--- config.mk ---
export PLATFORM = sky130hd
export DESIGN_NAME = sub_serial
export DESIGN_NICKNAME = d
export VERILOG_FILES = /design/src/rtl/sub_serial_pkg.sv /design/src/rtl/sub_serial_fsub_bit.sv /design/src/rtl/sub_serial.sv
export SDC_FILE = /design/constraint.sdc
export NUM_CORES = 1
export LEC_CHECK = 0
export ABC_AREA = 1
export ABC_CLOCK_PERIOD_IN_PS = 1770
export BUFFER_PORTS_ARGS = -buffer_cell sky130_fd_sc_hd__buf_2
export CAP_MARGIN = 5
export CORE_MARGIN = 4
export CORE_UTILIZATION = 51
export DETAILED_ROUTE_END_ITERATION = 12
export GPL_TIMING_DRIVEN = 0
export PLACE_DENSITY = 0.78
export SKIP_CTS_REPAIR_TIMING = 1
export SYNTH_ARGS = -nofsm -noshare
export SYNTH_HDL_FRONTEND = slang
export SYNTH_SLANG_ARGS = --single-unit
--- constraint.sdc ---
create_clock -name clk -period 1.77 [get_ports clk]
set_input_delay 0.354 -clock clk [delete_from_list [all_inputs] [get_ports clk]]
set_output_delay 0.354 -clock clk [all_outputs]
set_load 0.05 [all_outputs]
--- src/rtl/sub_serial_pkg.sv ---
// Shared types and helpers for the bit-serial subtractor.
// Holds the 2-bit state encoding used across the serial-arithmetic blocks
// and the small pure functions that describe the result flags.
package sub_serial_pkg;

    // 2-bit state encoding shared with the serial adder; 2'd3 is never
    // entered on purpose and is steered back to IDLE by the FSM.
    typedef enum logic [1:0] {
        ST_IDLE = 2'd0,
        ST_SUB  = 2'd1,
        ST_DONE = 2'd2,
        ST_RSVD = 2'd3
    } state_t;

    // Width of the bit counter for a given operand width.
    function automatic int unsigned count_width(input int unsigned width);
        return (width < 32'd2) ? 32'd1 : $clog2(width);
    endfunction

    // Full-subtractor difference bit.
    function automatic logic fsub_diff(input logic x, input logic y, input logic bin);
        return x ^ y ^ bin;
    endfunction

    // Full-subtractor borrow-out: borrow when x < y + bin.
    function automatic logic fsub_borrow(input logic x, input logic y, input logic bin);
        return (~x & y) | (~x & bin) | (y & bin);
    endfunction

    // Two's-complement overflow of a - b: operands of opposite sign and
    // a result whose sign differs from the minuend.
    function automatic logic sub_overflow(input logic a_msb, input logic b_msb,
                                          input logic res_msb);
        return (a_msb != b_msb) && (res_msb != a_msb);
    endfunction

endpackage : sub_serial_pkg

--- src/rtl/sub_serial_fsub_bit.sv ---
// Combinational full-subtractor cell: d = a - b - bin (one bit), bout = borrow.
// The serial subtractor instantiates exactly one of these on the LSBs of the
// shifting operand registers and the stored borrow.
module fsub_bit
    import sub_serial_pkg::*;
(
    input  logic i_a,
    input  logic i_b,
    input  logic i_bin,
    output logic o_d,
    output logic o_bout
);

    logic w_d;
    logic w_bout;

    // Difference and borrow for the current bit position.
    always_comb begin
        w_d    = 1'b0;
        w_bout = 1'b0;
        w_d    = fsub_diff(i_a, i_b, i_bin);
        w_bout = fsub_borrow(i_a, i_b, i_bin);
    end

    assign o_d    = w_d;
    assign o_bout = w_bout;

endmodule : fsub_bit

--- src/rtl/sub_serial.sv ---
// Bit-serial subtractor: latches a and b on a start request, then produces
// a - b LSB-first, one bit per clock, shifting each difference bit into the
// MSB of the result register. After WIDTH bit steps the result, the final
// unsigned borrow and the signed-overflow flag are held in DONE until en
// drops. busy/done are decoded from the state register only.
module sub_serial
    import sub_serial_pkg::*;
#(
    parameter int WIDTH = 8
)
(
    input  logic             clk,
    input  logic             rst,
    input  logic             en,
    input  logic [WIDTH-1:0] a,
    input  logic [WIDTH-1:0] b,
    output logic [WIDTH-1:0] out,
    output logic             borrow_out,
    output logic             ovf,
    output logic             busy,
    output logic             done
);

    localparam int unsigned CW = count_width(WIDTH);
    localparam logic [CW-1:0] LAST_CNT = CW'(WIDTH - 1);
    localparam logic [CW-1:0] CNT_ONE  = CW'(1);
    localparam logic [CW-1:0] CNT_ZERO = CW'(0);
    localparam logic [WIDTH-1:0] ZERO_W = WIDTH'(0);

    // State and datapath registers.
    state_t           r_state;
    logic [WIDTH-1:0] r_a;
    logic [WIDTH-1:0] r_b;
    logic             r_borrow;
    logic [CW-1:0]    r_count;
    logic             r_a_msb;
    logic             r_b_msb;
    logic [WIDTH-1:0] r_out;
    logic             r_borrow_out;
    logic             r_ovf;

    // Bit-step combinational results.
    logic w_d;
    logic w_bout;
    logic w_last;

    fsub_bit u_fsub_bit (
        .i_a    (r_a[0]),
        .i_b    (r_b[0]),
        .i_bin  (r_borrow),
        .o_d    (w_d),
        .o_bout (w_bout)
    );

    assign w_last = (r_count == LAST_CNT);

    // Control FSM: IDLE -> SUB on en, SUB -> DONE after the last bit,
    // DONE -> IDLE once en drops; the unused encoding recovers to IDLE.
    always_ff @(posedge clk or posedge rst) begin
        if (rst) begin
            r_state <= ST_IDLE;
        end else begin
            case (r_state)
                ST_IDLE: begin
                    if (en) begin
                        r_state <= ST_SUB;
                    end else begin
                        r_state <= ST_IDLE;
                    end
                end
                ST_SUB: begin
                    if (w_last) begin
                        r_state <= ST_DONE;
                    end else begin
                        r_state <= ST_SUB;
                    end
                end
                ST_DONE: begin
                    if (en) begin
                        r_state <= ST_DONE;
                    end else begin
                        r_state <= ST_IDLE;
                    end
                end
                default: begin
                    r_state <= ST_IDLE;
                end
            endcase
        end
    end

    // Datapath: operand capture on start, one subtract step per SUB cycle,
    // flag capture on the last step; everything holds otherwise.
    always_ff @(posedge clk or posedge rst) begin
        if (rst) begin
            r_a          <= ZERO_W;
            r_b          <= ZERO_W;
            r_borrow     <= 1'b0;
            r_count      <= CNT_ZERO;
            r_a_msb      <= 1'b0;
            r_b_msb      <= 1'b0;
            r_out        <= ZERO_W;
            r_borrow_out <= 1'b0;
            r_ovf        <= 1'b0;
        end else begin
            case (r_state)
                ST_IDLE: begin
                    if (en) begin
                        r_a          <= a;
                        r_b          <= b;
                        r_a_msb      <= a[WIDTH-1];
                        r_b_msb      <= b[WIDTH-1];
                        r_borrow     <= 1'b0;
                        r_count      <= CNT_ZERO;
                        r_out        <= ZERO_W;
                        r_borrow_out <= 1'b0;
                        r_ovf        <= 1'b0;
                    end else begin
                        r_a <= r_a;
                    end
                end
                ST_SUB: begin
                    r_out    <= {w_d, r_out[WIDTH-1:1]};
                    r_a      <= {1'b0, r_a[WIDTH-1:1]};
                    r_b      <= {1'b0, r_b[WIDTH-1:1]};
                    r_borrow <= w_bout;
                    r_count  <= r_count + CNT_ONE;
                    if (w_last) begin
                        // w_d is the result MSB on this final step.
                        r_borrow_out <= w_bout;
                        r_ovf        <= sub_overflow(r_a_msb, r_b_msb, w_d);
                    end else begin
                        r_borrow_out <= r_borrow_out;
                    end
                end
                ST_DONE: begin
                    r_out <= r_out;
                end
                default: begin
                    r_out <= r_out;
                end
            endcase
        end
    end

    assign out        = r_out;
    assign borrow_out = r_borrow_out;
    assign ovf        = r_ovf;
    assign busy       = (r_state == ST_SUB);
    assign done       = (r_state == ST_DONE);

endmodule : sub_serial
==> impl_metrics.toml <==
[outcome]
run_status = "complete, no violations"

[timing]
fin_skew_ns = 0.0150
hold_viol_final = 0
maxSlewHeadroom = 0.646
fin_hold_ws_ns = 0.244
worst_pin_slew_ns = 0.528
period_needed_ns = 1.71
fin_crit_sh = 0.966
fmax_mhz = 585
setup_violations = 0
slew_viol_final = 0
tns_ns = 0

[clock_network]
numCtsBuffers = 5
clock-sinks = 34
clockRootBuffer = "clkbuf_4"
cts_tree = "done"
cts.reportedPaths.clkPinSlew_ns = 0.12
htree_levels = 2
clockBufferDepth = 2
insertion_delay_ns = 0.35

[routing]
drt-wirelength-per-cell_um = 11.4
viasPerCell = 4.64
route.detailed.drc = 0
drt-initial-drc-count = 59
vias = 1289
drt_first_pass_iters = 4
ant_nets = 0
drt-total-wl_um = 3180

[cells_and_area]
num_antenna_cells = 0
drive_above_1_share = 0.342
nFillCells = 282
area_growth_pct = 22.4
final_cell_mix = "82 x nand2_1, 34 x dfrtp_1, 30 x buf_2, 17 x inv_1, 11 x o22ai_2"
layout_commonest_cell = "nand2_1"
stdcell_area_mm2 = 0.00206
fin_nets = 255

[floorplanning]
initial_core_util = 0.542
die_h_um = 65.4
dieArea_mm2 = 0.00428
ios = 31
core-area_mm2 = 0.00310
rows = 20
fp.dieW_um = 65.4

[global_route]
antenna_found_initial = 0
grt_pass1_vias = 1112
grt_pass1_wl_um = 5220
grt_use_total = 0.164
grt_max_degree = 35
grt_overflow = 0

[synthesis]
seq_area_frac_synth = 0.506
synth_area_mm2 = 0.00168
synthXorXnorAreaFrac = 0
synth_simple_gate_area_frac = 0.245
synth_edf_count = 0
synthAdderAreaFrac = 0.0268
synth_seq_cells = 34
synth_top_family_by_area = "simple AND/OR/NAND/NOR gates"
synthArstFlopShare = 1.00
yosys.cell_types.count = 20
avgSynthCellArea_um2 = 8.94
synth_compound_area_frac = 0.121
synth.net_count = 210
yosys_warnings = 0
synthFlopType = "dfrtp_1"
syn_inst = 188
muxShareOfSynthArea = 0

[power]
p_int_w = 0.00237
ir_drop_uv = 1050
p_leak_nw = 1.13
p_per_area_mw_per_mm2 = 2100
fin_total_pwr_w = 0.00431
swShare = 0.451
p_sw_w = 0.00195
pwr-share-seq = 0.303
clkPwrFrac = 0.124
p_comb_frac = 0.572

[worst_setup_path]
path_common_cell = "buf_6"
slowest_delay_ns = 0.43
cp-end-kind = "output port"
arrival_ns = 1.36
slowest_stage = "dfrtp_1"
cp_data_required_time_ns = 1.42
start_kind = "flip-flop"
crit_type = "flip-flop to output port"
crit_chain = "inv_2 -> nor2_4 -> buf_6 -> buf_6"
critical_path_peak_fanout = 10

[run]
max_cap_viol_count = 0

[placement]
dp_hpwl_um = 2190
dpl_cell_area_mm2 = 0.00189
place.gp.congestion = 0.786
port_buffers = 30

[min_path]
hold_path.class = "input port to flip-flop"
## state kept, by name (all words and copies together) (netlist names)
name,cells
r_borrow,1
ovf,1
r_state,2
r_b,8
borrow_out,1
r_count,3
r_a_msb,1
r_b_msb,1
out,8
r_a,8
## through the flow
step	worst slack, ns	utilization	cells
floorplan	0.286	-	188
global placement	0.192	0.608	262
detailed placement	0.193	0.608	262
CTS	-0.104	0.633	270
global route	-0.0122	0.663	278
finish	0.0600	0.663	278
## synthesized netlist by cell type, types with 2 or more instances
cell type   n  area [µm²]
nand3_1     5        25.0
o22ai_2    11         138
buf_4       3        22.5
buf_6       4        45.0
nor2_1      2        7.51
inv_1      18        67.6
dfrtp_1    34         851
nand2_2     8        50.1
nand2_1    82         308
a21oi_2     2        17.5
o21ai_1     6        30.0
o21ai_0     2        10.0
ha_1        2        25.0
inv_2       3        11.3
## final cells by class
type,count,area [µm²],area share
flip-flops and latches,34,851,0.413
multi-input cells,124,659,0.320
repair buffers,38,239,0.116
plain buffers,9,96.3,0.0468
clock buffers,8,78.8,0.0383
inverters,21,78.8,0.0383
well taps,44,55.1,0.0267
## cells by family (layout without fill, tap and decap cells)
kind of cell    Yosys count  after routing
compound gates           22             22
fa+ha+maj                 3              3
buf+inv                  30             76
flops                    34             34
simple gates             99             99
## power by group through the flow
| stage | registers (W) | clock network (W) | logic [W] |
|---|---|---|---|
| after floorplan | 0.00162 | 0 | 0.00158 |
| after global placement | 0.00131 | 0 | 0.00229 |
| after detailed placement | 0.00132 | 0 | 0.00233 |
| after CTS | 0.00131 | 0.000542 | 0.00234 |
| after global routing | 0.00135 | 0.000589 | 0.00272 |
| final | 0.00131 | 0.000537 | 0.00247 |
## per-layer routing
metal / GRT usage / share of wire
met5: 0 / 0
met1: 0.220 / 0.48
met2: 0.239 / 0.44
met3: 0.0667 / 0.061
met4: 0.0596 / 0.014
## path summary, 6_finish.rpt
kind	start	depth (start not counted)	end	slack (ns)
setup / recovery	r_state[0]$_DFF_PP0_	4	busy	0.06
hold / removal	en	3	r_state[1]$_DFF_PP0_	0.24
setup reg to reg	r_borrow$_DFFE_PP0P_	4	ovf$_DFFE_PP0P_	0.41
hold reg to reg	r_a[4]$_DFFE_PP0P_	2	r_a[4]$_DFFE_PP0P_	0.48
max in group asynchronous	rst	4	r_state[1]$_DFF_PP0_	0.82
min in group asynchronous	rst	3	out[1]$_DFFE_PP0P_	0.52
## critical path: cells and delay by family (launching register included)
kind	cells	cell delay, ns
buf+inv	3	0.42
flops	1	0.43
simple gates	1	0.16
(Power assumes the default switching activity.)
